## src/rtl/prf_arb_pkg.sv

```systemverilog
// Shared types and defaults for the predicate register file write arbiter.
//   arb_state_e : arbiter mode, IDLE (round-robin) or LOCKED (one owner holds the port)
//   DEF_*       : default parameter values used by the top level
//   id_width()  : width of a requester id for a given requester count (at least 1)
package prf_arb_pkg;

    typedef enum logic [0:0] {
        IDLE   = 1'b0,
        LOCKED = 1'b1
    } arb_state_e;

    localparam int DEF_WIDTH = 32;
    localparam int DEF_NREQ  = 4;
    localparam int DEF_IDXW  = 5;

    function automatic int id_width(input int n);
        return (n > 1) ? $clog2(n) : 1;
    endfunction

endpackage

```

## src/rtl/prf_write_arbiter_rr_pick.sv

```systemverilog
// Combinational round-robin picker.
//   req   : request vector, one bit per requester
//   ptr   : highest-priority requester; the scan runs ptr, ptr+1, ... wrapping
//   grant : one-hot winner (all zero when nothing is requested)
//   id    : winner index (0 when nothing is requested)
//   any   : at least one request present
module rr_pick #(
    parameter int NREQ = 4,
    parameter int IDW  = 2
) (
    input  logic [NREQ-1:0] req,
    input  logic [IDW-1:0]  ptr,
    output logic [NREQ-1:0] grant,
    output logic [IDW-1:0]  id,
    output logic            any
);

    logic [IDW-1:0] cand;

    always_comb begin
        grant = '0;
        id    = '0;
        any   = 1'b0;
        cand  = '0;
        // NREQ is a power of two, so the IDW-bit add wraps modulo NREQ.
        for (int k = 0; k < NREQ; k++) begin
            cand = ptr + IDW'(k);
            if (!any && req[cand]) begin
                any = 1'b1;
                id  = cand;
            end
        end
        if (any) begin
            grant[id] = 1'b1;
        end
    end

endmodule

```

## src/rtl/prf_write_arbiter.sv

```systemverilog
// Round-robin write arbiter for the predicate register file write port.
// NREQ producers offer val/rdy beats; one winner per cycle is registered into
// a single-entry output stage that drives the register-file write port.
// A producer may lock the port across a multi-beat burst.
//   clk, rst_n : clock, asynchronous active-low reset
//   req_val    : per-requester beat valid
//   req_rdy    : per-requester beat accepted this cycle (at most one bit set)
//   req_lock   : per-requester keep-grant request, sampled on an accepted beat
//   req_msg    : flattened beat data, slice i = [i*WIDTH +: WIDTH]
//   req_idx    : flattened register index, slice i = [i*IDXW +: IDXW]
//   wr_msg     : registered write data
//   wr_idx     : registered write index
//   wr_src     : requester id of the held beat
//   wr_val     : output stage holds a beat
//   wr_rdy     : register file takes the held beat
module prf_write_arbiter
    import prf_arb_pkg::*;
#(
    parameter int WIDTH = DEF_WIDTH,
    parameter int NREQ  = DEF_NREQ,
    parameter int IDXW  = DEF_IDXW,
    localparam int IDW  = id_width(NREQ)
) (
    input  logic                 clk,
    input  logic                 rst_n,
    input  logic [NREQ-1:0]      req_val,
    output logic [NREQ-1:0]      req_rdy,
    input  logic [NREQ-1:0]      req_lock,
    input  logic [NREQ*WIDTH-1:0] req_msg,
    input  logic [NREQ*IDXW-1:0] req_idx,
    output logic [WIDTH-1:0]     wr_msg,
    output logic [IDXW-1:0]      wr_idx,
    output logic [IDW-1:0]       wr_src,
    output logic                 wr_val,
    input  logic                 wr_rdy
);

    arb_state_e     state, state_nxt;
    logic [IDW-1:0] owner, owner_nxt;
    logic [IDW-1:0] rr_ptr, rr_ptr_nxt;

    logic [NREQ-1:0] pick_grant;
    logic [IDW-1:0]  pick_id;
    logic            pick_any;

    logic            adv;
    logic            accept;
    logic [IDW-1:0]  sel;
    logic [WIDTH-1:0] sel_msg;
    logic [IDXW-1:0] sel_idx;

    rr_pick #(
        .NREQ (NREQ),
        .IDW  (IDW)
    ) u_pick (
        .req   (req_val),
        .ptr   (rr_ptr),
        .grant (pick_grant),
        .id    (pick_id),
        .any   (pick_any)
    );

    // The output stage can take a new beat when empty or draining this cycle.
    assign adv = !wr_val || wr_rdy;

    always_ff @(posedge clk or negedge rst_n) begin
        if (!rst_n) begin
            state  <= IDLE;
            owner  <= '0;
            rr_ptr <= '0;
        end else begin
            state  <= state_nxt;
            owner  <= owner_nxt;
            rr_ptr <= rr_ptr_nxt;
        end
    end

    always_comb begin
        state_nxt  = state;
        owner_nxt  = owner;
        rr_ptr_nxt = rr_ptr;
        req_rdy    = '0;
        // req_rdy is gated by rst_n so nothing is granted while reset is held.
        if (rst_n && adv) begin
            case (state)
                IDLE: begin
                    if (pick_any) begin
                        req_rdy = pick_grant;
                        if (req_lock[pick_id]) begin
                            state_nxt = LOCKED;
                            owner_nxt = pick_id;
                        end else begin
                            rr_ptr_nxt = pick_id + IDW'(1);
                        end
                    end
                end
                LOCKED: begin
                    // Only the owner is eligible, even while it has nothing to send.
                    if (req_val[owner]) begin
                        req_rdy[owner] = 1'b1;
                        if (!req_lock[owner]) begin
                            state_nxt  = IDLE;
                            rr_ptr_nxt = owner + IDW'(1);
                        end
                    end
                end
                default: begin
                    state_nxt = IDLE;
                end
            endcase
        end
    end

    assign accept = |req_rdy;
    assign sel    = (state == LOCKED) ? owner : pick_id;

    always_comb begin
        sel_msg = '0;
        sel_idx = '0;
        for (int i = 0; i < NREQ; i++) begin
            if (sel == IDW'(i)) begin
                sel_msg = req_msg[i*WIDTH +: WIDTH];
                sel_idx = req_idx[i*IDXW +: IDXW];
            end
        end
    end

    // Output stage: replaced without a bubble when a held beat drains and a
    // new one is accepted in the same cycle.
    always_ff @(posedge clk or negedge rst_n) begin
        if (!rst_n) begin
            wr_val <= 1'b0;
            wr_msg <= '0;
            wr_idx <= '0;
            wr_src <= '0;
        end else if (accept) begin
            wr_val <= 1'b1;
            wr_msg <= sel_msg;
            wr_idx <= sel_idx;
            wr_src <= sel;
        end else if (wr_rdy) begin
            wr_val <= 1'b0;
        end
    end

endmodule

```

## config.mk

```make
export PLATFORM = sky130hd
export DESIGN_NAME = prf_write_arbiter
export DESIGN_NICKNAME = d
export VERILOG_FILES = /design/src/rtl/prf_arb_pkg.sv /design/src/rtl/prf_write_arbiter_rr_pick.sv /design/src/rtl/prf_write_arbiter.sv
export SDC_FILE = /design/constraint.sdc
export NUM_CORES = 1
export LEC_CHECK = 0
export BUFFER_PORTS_ARGS = -buffer_cell sky130_fd_sc_hd__buf_2
export CORE_MARGIN = 2
export CORE_UTILIZATION = 40
export CTS_CLUSTER_DIAMETER = 150
export CTS_CLUSTER_SIZE = 40
export DETAILED_ROUTE_END_ITERATION = 6
export PLACE_DENSITY = 0.78
export RECOVER_POWER = 50
export SYNTH_ARGS = -nofsm -noshare
export SYNTH_HDL_FRONTEND = slang
export SYNTH_SLANG_ARGS = --single-unit
```

## constraint.sdc

```tcl
create_clock -name clk -period 2.8 [get_ports clk]
set_input_delay 0.14 -clock clk [delete_from_list [all_inputs] [get_ports clk]]
set_output_delay 0.14 -clock clk [all_outputs]
set_load 0.02 [all_outputs]
```

Word level (Yosys, flattened, before mapping)
Cells that the tools add are included.
- input port bits: 159
- output and inout port bits: 44
- word-level logic and storage cells: 95
- register bits after elaboration: 45
- muxes and demuxes: 51
- $add $sub $neg: 5
- bitwise logic cells: 1
- eq/ne operators: 7
- reductions and logical operators: 16
- magnitude comparators: 8
- operator list (kind ; count):
    2-to-1 mux 32 bit ; 4
    2-to-1 mux 5 bit ; 4
    2-to-1 mux 1 bit ; 19
    less-than comparator 2 x 3 -> 1 bit, second input constant ; 6
    2-to-1 mux 2 bit ; 9
    binary-select mux 1 bit (select 2 bit) ; 7
    2-to-1 mux 4 bit ; 3
    case mux 4 bit (2 select lines) ; 1
    adder 2 x 1 -> 2 bit, second input constant ; 3
    logical AND 1 bit ; 6
    != test 2 bit, second input constant ; 3
    AND reduction 5 bit ; 1
    adder 2 bit, second input constant ; 2
    demux 1 bit (select 2 bit) ; 2
    equality test 2 bit, second input constant ; 2
    >= comparator 2 x 1 -> 1 bit, second input constant ; 2
    zero test 1 bit ; 4
    case mux 2 bit (2 select lines) ; 1
    AND reduction 4 bit ; 1
    OR reduction 4 bit ; 1
    equality test 2 x 1 -> 1 bit, second input constant ; 1
    zero test 2 bit ; 1
    != test 2 x 1 -> 1 bit, second input constant ; 1
    case mux 1 bit (2 select lines) ; 1
    other kinds (3) ; 3

Longest topological paths before layout
- depth after elaboration: 21
- mapped depth: 14
- mapped depth without buffers: 11

Cells and area by module
A second synthesis with hierarchy kept.
- cells, all modules: 335
- area, all modules: 3368.2 um^2
- by module, submodules not included (module ; area an instance (um^2) ; seq. area each (um^2) ; instances ; cells an instance):
    prf_write_arbiter ; 3185.6 ; 1126.1 ; 1 ; 303
    rr_pick ; 182.7 ; 0.0 ; 1 ; 32

Worst setup path after synthesis
No wires, ideal clock.
- path kind: register -> register
- from: reg rr_ptr[1]
- to: reg wr_msg[17]
- slack: -0.178 ns
- clock period less this slack: 2.978 ns
- required time: 2.675 ns
- data arrival time: 2.853 ns
- setup time: 0.125 ns
- cell stages (with the launch flop): 15
- path buffers: 3
- cell sequence: dfrtp_1 -> buf_2 -> nand2b_1 -> a32o_1 -> o31ai_1 -> inv_1 -> ha_1 -> nor2b_1 -> clkbuf_1 -> clkbuf_1 -> a22oi_1 -> nor2_1 -> a21oi_1 -> o21ai_0 -> mux2_4
- RTL lines (element ; RTL line ; RTL):
    start: declaration ; prf_write_arbiter.sv:40 ; logic [IDW-1:0] rr_ptr, rr_ptr_nxt;
    start signal: assignment ; prf_write_arbiter.sv:74 ; rr_ptr <= rr_ptr_nxt;
    parallel branches: the longest is 11 deep, another holds adder 2 x 1 -> 2 bit ; - ;
    2-to-1 mux 2 bit * ; prf_write_arbiter_rr_pick.sv:28 ; if (!any && req[cand]) begin
    2-to-1 mux 2 bit * ; prf_write_arbiter.sv:115 ; assign sel = (state == LOCKED) ? owner : pick_id;
    named net sel[0] ; prf_write_arbiter.sv:48 ; logic [IDW-1:0] sel;
    zero test 2 bit ; prf_write_arbiter.sv:121 ; if (sel == IDW'(i)) begin
    2-to-1 mux 32 bit (3 in series) ; prf_write_arbiter.sv:121 ;
    2-to-1 mux 32 bit * ; prf_write_arbiter.sv:121 ;
    end signal: assignment ; prf_write_arbiter.sv:138 ; wr_msg <= sel_msg;
    end: declaration ; prf_write_arbiter.sv:31 ; output logic [WIDTH-1:0] wr_msg,
Mark *: on every way through the listed nets, which the timed path passes. The select of a mux whose other input is x is not followed.
A chain may end at the register's enable or synchronous reset.

Worst setup path in the final report
- from: reg rr_ptr[1]
- to: reg wr_msg[26]
The elaborated chain is that of the path after synthesis.

==> run_summary.xml <==
<?xml version="1.0" encoding="UTF-8"?>
<metrics>
  <group name="run_status">
    <metric name="outcome" unit="">finished clean</metric>
  </group>
  <group name="grt">
    <metric name="first_global_vias" unit="">3443</metric>
    <metric name="grt_first_pass_wirelength" unit="um">16800</metric>
    <metric name="antenna_found_initial" unit="">1</metric>
    <metric name="global_route.usage.total" unit="">0.238</metric>
    <metric name="grt_overflow" unit="">0</metric>
    <metric name="grt_start_max_net_pins" unit="">46</metric>
  </group>
  <group name="floorplan">
    <metric name="die_boundary_height" unit="um">95.5</metric>
    <metric name="die_area" unit="sq um">9130</metric>
    <metric name="num_rows" unit="">33</metric>
    <metric name="boundaryPins" unit="">203</metric>
    <metric name="floorplan.initialDensity" unit="">0.410</metric>
    <metric name="fp.dieW" unit="um">95.5</metric>
    <metric name="design.core.area" unit="sq um">8180</metric>
  </group>
  <group name="synthesis">
    <metric name="synth_compound_area_frac" unit="">0.260</metric>
    <metric name="synth_top_area_cell" unit="">sky130_fd_sc_hd__dfrtp_1</metric>
    <metric name="flip_flop_and_latch_count_after_synthesis" unit="">45</metric>
    <metric name="yosys.area.top_type_share" unit="">0.336</metric>
    <metric name="syn_inst" unit="">402</metric>
    <metric name="netlist_area" unit="sq um">3350</metric>
    <metric name="synth.distinct_cells" unit="">48</metric>
    <metric name="post_synth_and_or_nand_nor_area_fraction" unit="">0.176</metric>
    <metric name="synth.net_count" unit="">565</metric>
    <metric name="synth_top_family_by_area" unit="">compound AO/OA/AOI/OAI gates</metric>
    <metric name="yosys-top-cells-count" unit="">sky130_fd_sc_hd__nand2_1 (51), sky130_fd_sc_hd__o21ai_0 (46), sky130_fd_sc_hd__a21oi_1 (45), sky130_fd_sc_hd__dfrtp_1 (45), sky130_fd_sc_hd__nor2_1 (44)</metric>
    <metric name="synth_edf_count" unit="">0</metric>
    <metric name="synth-adder-area-share" unit="">0.0149</metric>
    <metric name="proportion_of_synthesized_area_in_mux_cells" unit="">0.154</metric>
    <metric name="synth_sequential_area_ratio" unit="">0.336</metric>
    <metric name="synth.yosys.warnings" unit="">0</metric>
    <metric name="synthTopCellsByArea" unit="">sky130_fd_sc_hd__dfrtp_1 (34%), sky130_fd_sc_hd__mux2_2 (10%), sky130_fd_sc_hd__a22oi_1 (8.1%), sky130_fd_sc_hd__o21ai_0 (6.9%), sky130_fd_sc_hd__a21oi_1 (6.7%)</metric>
    <metric name="yosys.area_share.xor_xnor" unit="">0</metric>
    <metric name="yosys.cell_count.top_type" unit="">sky130_fd_sc_hd__nand2_1</metric>
    <metric name="synth.avg_cell_area" unit="sq um">8.34</metric>
    <metric name="async_reset_ff_frac" unit="">1.00</metric>
    <metric name="synth_ff_type" unit="">sky130_fd_sc_hd__dfrtp_1</metric>
  </group>
  <group name="clocking">
    <metric name="tritoncts_num_sinks" unit="">45</metric>
    <metric name="clk_path_buf_depth" unit="">2</metric>
    <metric name="number_of_clock_buffers_inserted_by_tritoncts" unit="">5</metric>
    <metric name="clkLatencyLatePin" unit="ps">310</metric>
    <metric name="cts.reportedPaths.clkPinSlew" unit="ps">100</metric>
    <metric name="cts_root_cell" unit="">sky130_fd_sc_hd__clkbuf_8</metric>
    <metric name="cts_tree" unit="">done</metric>
    <metric name="cts-htree-levels" unit="">2</metric>
  </group>
  <group name="cells_and_area">
    <metric name="syn_to_final_growth" unit="%">40.1</metric>
    <metric name="drive_gt1_frac" unit="">0.427</metric>
    <metric name="net_count_of_the_finished_layout" unit="">769</metric>
    <metric name="fin_util" unit="">0.574</metric>
    <metric name="filler_instances" unit="">798</metric>
  </group>
  <group name="pwr">
    <metric name="cellLeakagePower" unit="nW">2.24</metric>
    <metric name="cellPowerDensity" unit="nW/um^2">1250</metric>
    <metric name="vdd_ir_drop_max" unit="mV">0.570</metric>
  </group>
  <group name="min_path">
    <metric name="timing.hold.worst.start" unit="">wr_rdy</metric>
    <metric name="timing.hold.worst.class" unit="">input port to flip-flop</metric>
  </group>
  <group name="timing">
    <metric name="timing.final.ws_setup" unit="ps">107</metric>
    <metric name="max_slew_margin" unit="">0.233</metric>
    <metric name="final_min_period_over_clock_period" unit="">0.962</metric>
    <metric name="fmax" unit="GHz">0.371</metric>
    <metric name="finalWorstPathRequiredPeriod" unit="ps">2690</metric>
    <metric name="holdWs" unit="ps">161</metric>
    <metric name="drv_slew" unit="">0</metric>
    <metric name="setup_viol_count_final" unit="">0</metric>
    <metric name="worst_pin_slew" unit="ps">1150</metric>
    <metric name="fin_skew" unit="ps">12.3</metric>
    <metric name="timing_hold_violations_final" unit="">0</metric>
    <metric name="rsz0062_at_grt" unit="">no</metric>
  </group>
  <group name="setup_path">
    <metric name="rr_startpoint" unit="">rr_ptr[1]$_DFFE_PN0P_</metric>
    <metric name="worstRegToRegCells" unit="">12</metric>
    <metric name="timing.critical_path.from_type" unit="">flip-flop</metric>
    <metric name="worstSetupEndpointType" unit="">flip-flop</metric>
    <metric name="critical_path_peak_fanout" unit="">19</metric>
    <metric name="critical-path-top-delay-family" unit="">compound AO/OA/AOI/OAI gates</metric>
    <metric name="critical_path_arrival" unit="ps">2900</metric>
    <metric name="path_cells" unit="">nand2b_1, a32o_2, o31ai_4, inv_2, ha_2, nor2b_4, buf_12, a22oi_1, nor2_1, a21oi_1, o21ai_0, mux2_2</metric>
    <metric name="crit_path_top_delay_cell" unit="">sky130_fd_sc_hd__dfrtp_2</metric>
    <metric name="cp.required" unit="ps">3000</metric>
    <metric name="cp_num_cells" unit="">12</metric>
    <metric name="startpoint" unit="">rr_ptr[1]$_DFFE_PN0P_</metric>
    <metric name="internal_reg_to_reg_setup_slack" unit="ps">110</metric>
    <metric name="timing.critical_path.to" unit="">wr_msg[26]$_DFFE_PN0P_</metric>
    <metric name="timing.rr.end" unit="">wr_msg[26]$_DFFE_PN0P_</metric>
    <metric name="worst-path-buf-inv" unit="">2</metric>
    <metric name="path_class" unit="">flip-flop to flip-flop</metric>
    <metric name="slowest_cell_delay_on_critical_path" unit="ps">450</metric>
  </group>
  <group name="placement">
    <metric name="place_congestion" unit="">0.946</metric>
    <metric name="dp_hpwl" unit="um">9020</metric>
    <metric name="portBuffers" unit="">202</metric>
    <metric name="detailedPlace.worstSlack" unit="ps">-126</metric>
  </group>
  <group name="detailed_routing">
    <metric name="route.final.wire_length" unit="um">11600</metric>
    <metric name="detail-route-antenna-nets" unit="">0</metric>
    <metric name="drt_iter0_markers" unit="">136</metric>
    <metric name="dr.pass1.iters" unit="">4</metric>
    <metric name="drt-wirelength-per-cell" unit="um">16.3</metric>
    <metric name="vias_per_cell" unit="">5.36</metric>
    <metric name="drc_errors" unit="">0</metric>
    <metric name="vias" unit="">3821</metric>
  </group>
  <group name="job">
    <metric name="cap_violations" unit="">0</metric>
  </group>
</metrics>
## through the flow
| stage | power (mW) | setup TNS [ps] | std cells | area (sq um) |
|---|---|---|---|---|
| after floorplan | 4.08 | 0 | 402 | 3360 |
| after global placement | 5.18 | -102 | 698 | 4570 |
| after detailed placement | 5.32 | -920 | 698 | 4570 |
| after CTS | 5.79 | 0 | 707 | 4680 |
| after global routing | 6.37 | 0 | 713 | 4690 |
| final | 5.87 | 0 | 713 | 4690 |
## registers in the layout, summed over array words and instances (netlist names)
name    count
wr_msg     32
wr_idx      5
owner       2
rr_ptr      2
wr_src      2
state       1
wr_val      1
## worst min-delay path by stage
stage	end	slack [ps]	cells after the start
CTS	wr_val$_DFFE_PN0P_	160	3
floorplan	owner[0]$_DFFE_PN0P_	-160	0
detailed placement	state$_DFFE_PN0P_	350	2
global placement	owner[0]$_DFFE_PN0P_	340	2
finish	wr_val$_DFFE_PN0P_	160	3
global route	wr_idx[2]$_DFFE_PN0P_	180	4
## worst reg2reg max path: stages, from the launching register on
cell                       delay [ps]
sky130_fd_sc_hd__dfrtp_2          450
sky130_fd_sc_hd__nand2b_1         150
sky130_fd_sc_hd__a32o_2           300
sky130_fd_sc_hd__o31ai_4          310
sky130_fd_sc_hd__inv_2             80
sky130_fd_sc_hd__ha_2             200
sky130_fd_sc_hd__nor2b_4          160
sky130_fd_sc_hd__buf_12           160
sky130_fd_sc_hd__a22oi_1          240
sky130_fd_sc_hd__nor2_1            80
sky130_fd_sc_hd__a21oi_1          110
sky130_fd_sc_hd__o21ai_0           80
sky130_fd_sc_hd__mux2_2           260
## area by class of cell
class	count	area, sq um	share of cell area
sequential	45	1130	0.240
multi-input combinational	317	2080	0.443
clock inverter	3	25.0	0.00533
timing repair buffer	231	1230	0.263
clock buffer	5	68.8	0.0147
antenna	1	2.50	0.000533
inverter	6	22.5	0.00480
tap	105	131	0.0280
## kinds of logic (layout without fill, tap and decap cells)
family,Yosys count,count (layout)
buffers and inverters,41,245
muxes,42,42
and+or+nand+nor,127,128
adders and majority gates,4,4
AOI/OAI and AO/OA,143,143
DFF,45,45
other,0,1
## per-layer routing
| layer | vias up | part of all wire | track usage |
|---|---|---|---|
| li1 | 1855 | - | - |
| met1 | 1771 | 0.42 | 0.321 |
| met2 | 177 | 0.50 | 0.403 |
| met3 | 18 | 0.060 | 0.0387 |
| met4 | 0 | 0.012 | 0.0488 |
| met5 | - | 0 | 0 |
## report_power, final
group | switching [mW] | internal, mW
Combinational | 2.37 | 1.87
Clock | 0.261 | 0.181
Sequential | 0.205 | 0.973
## cell usage in the layout (no fill, tap or decap), types with 2 or more instances in the layout
cell type and count:
sky130_fd_sc_hd__a21o_1 2, sky130_fd_sc_hd__a21oi_1 44, sky130_fd_sc_hd__a221oi_1 2, sky130_fd_sc_hd__a22oi_1 34
sky130_fd_sc_hd__a22oi_2 2, sky130_fd_sc_hd__and3_1 2, sky130_fd_sc_hd__buf_12 4, sky130_fd_sc_hd__buf_2 161
sky130_fd_sc_hd__buf_4 22, sky130_fd_sc_hd__clkbuf_1 41, sky130_fd_sc_hd__clkbuf_8 5, sky130_fd_sc_hd__dfrtp_1 43
sky130_fd_sc_hd__dfrtp_2 2, sky130_fd_sc_hd__ha_2 4, sky130_fd_sc_hd__inv_1 4, sky130_fd_sc_hd__inv_2 2
sky130_fd_sc_hd__mux2_2 30, sky130_fd_sc_hd__mux2_4 9, sky130_fd_sc_hd__mux2i_1 2, sky130_fd_sc_hd__nand2_1 51
sky130_fd_sc_hd__nand2b_1 6, sky130_fd_sc_hd__nand3_1 7, sky130_fd_sc_hd__nand4_1 2, sky130_fd_sc_hd__nor2_1 44
sky130_fd_sc_hd__nor2b_1 3, sky130_fd_sc_hd__nor3_1 2, sky130_fd_sc_hd__o21ai_0 46
## timing repair
action | CTS | global route
endpoints found under the hold margin | 4 | 0
hold buffers | 1 | 0
setup endpoints to repair | 21 | 33
gates cloned | 0 | 1
resized for setup | 1 | 12
setup buffers | 0 | 4
pin swaps | 1 | 1
Note: power is estimated with default switching activity, not from simulation.
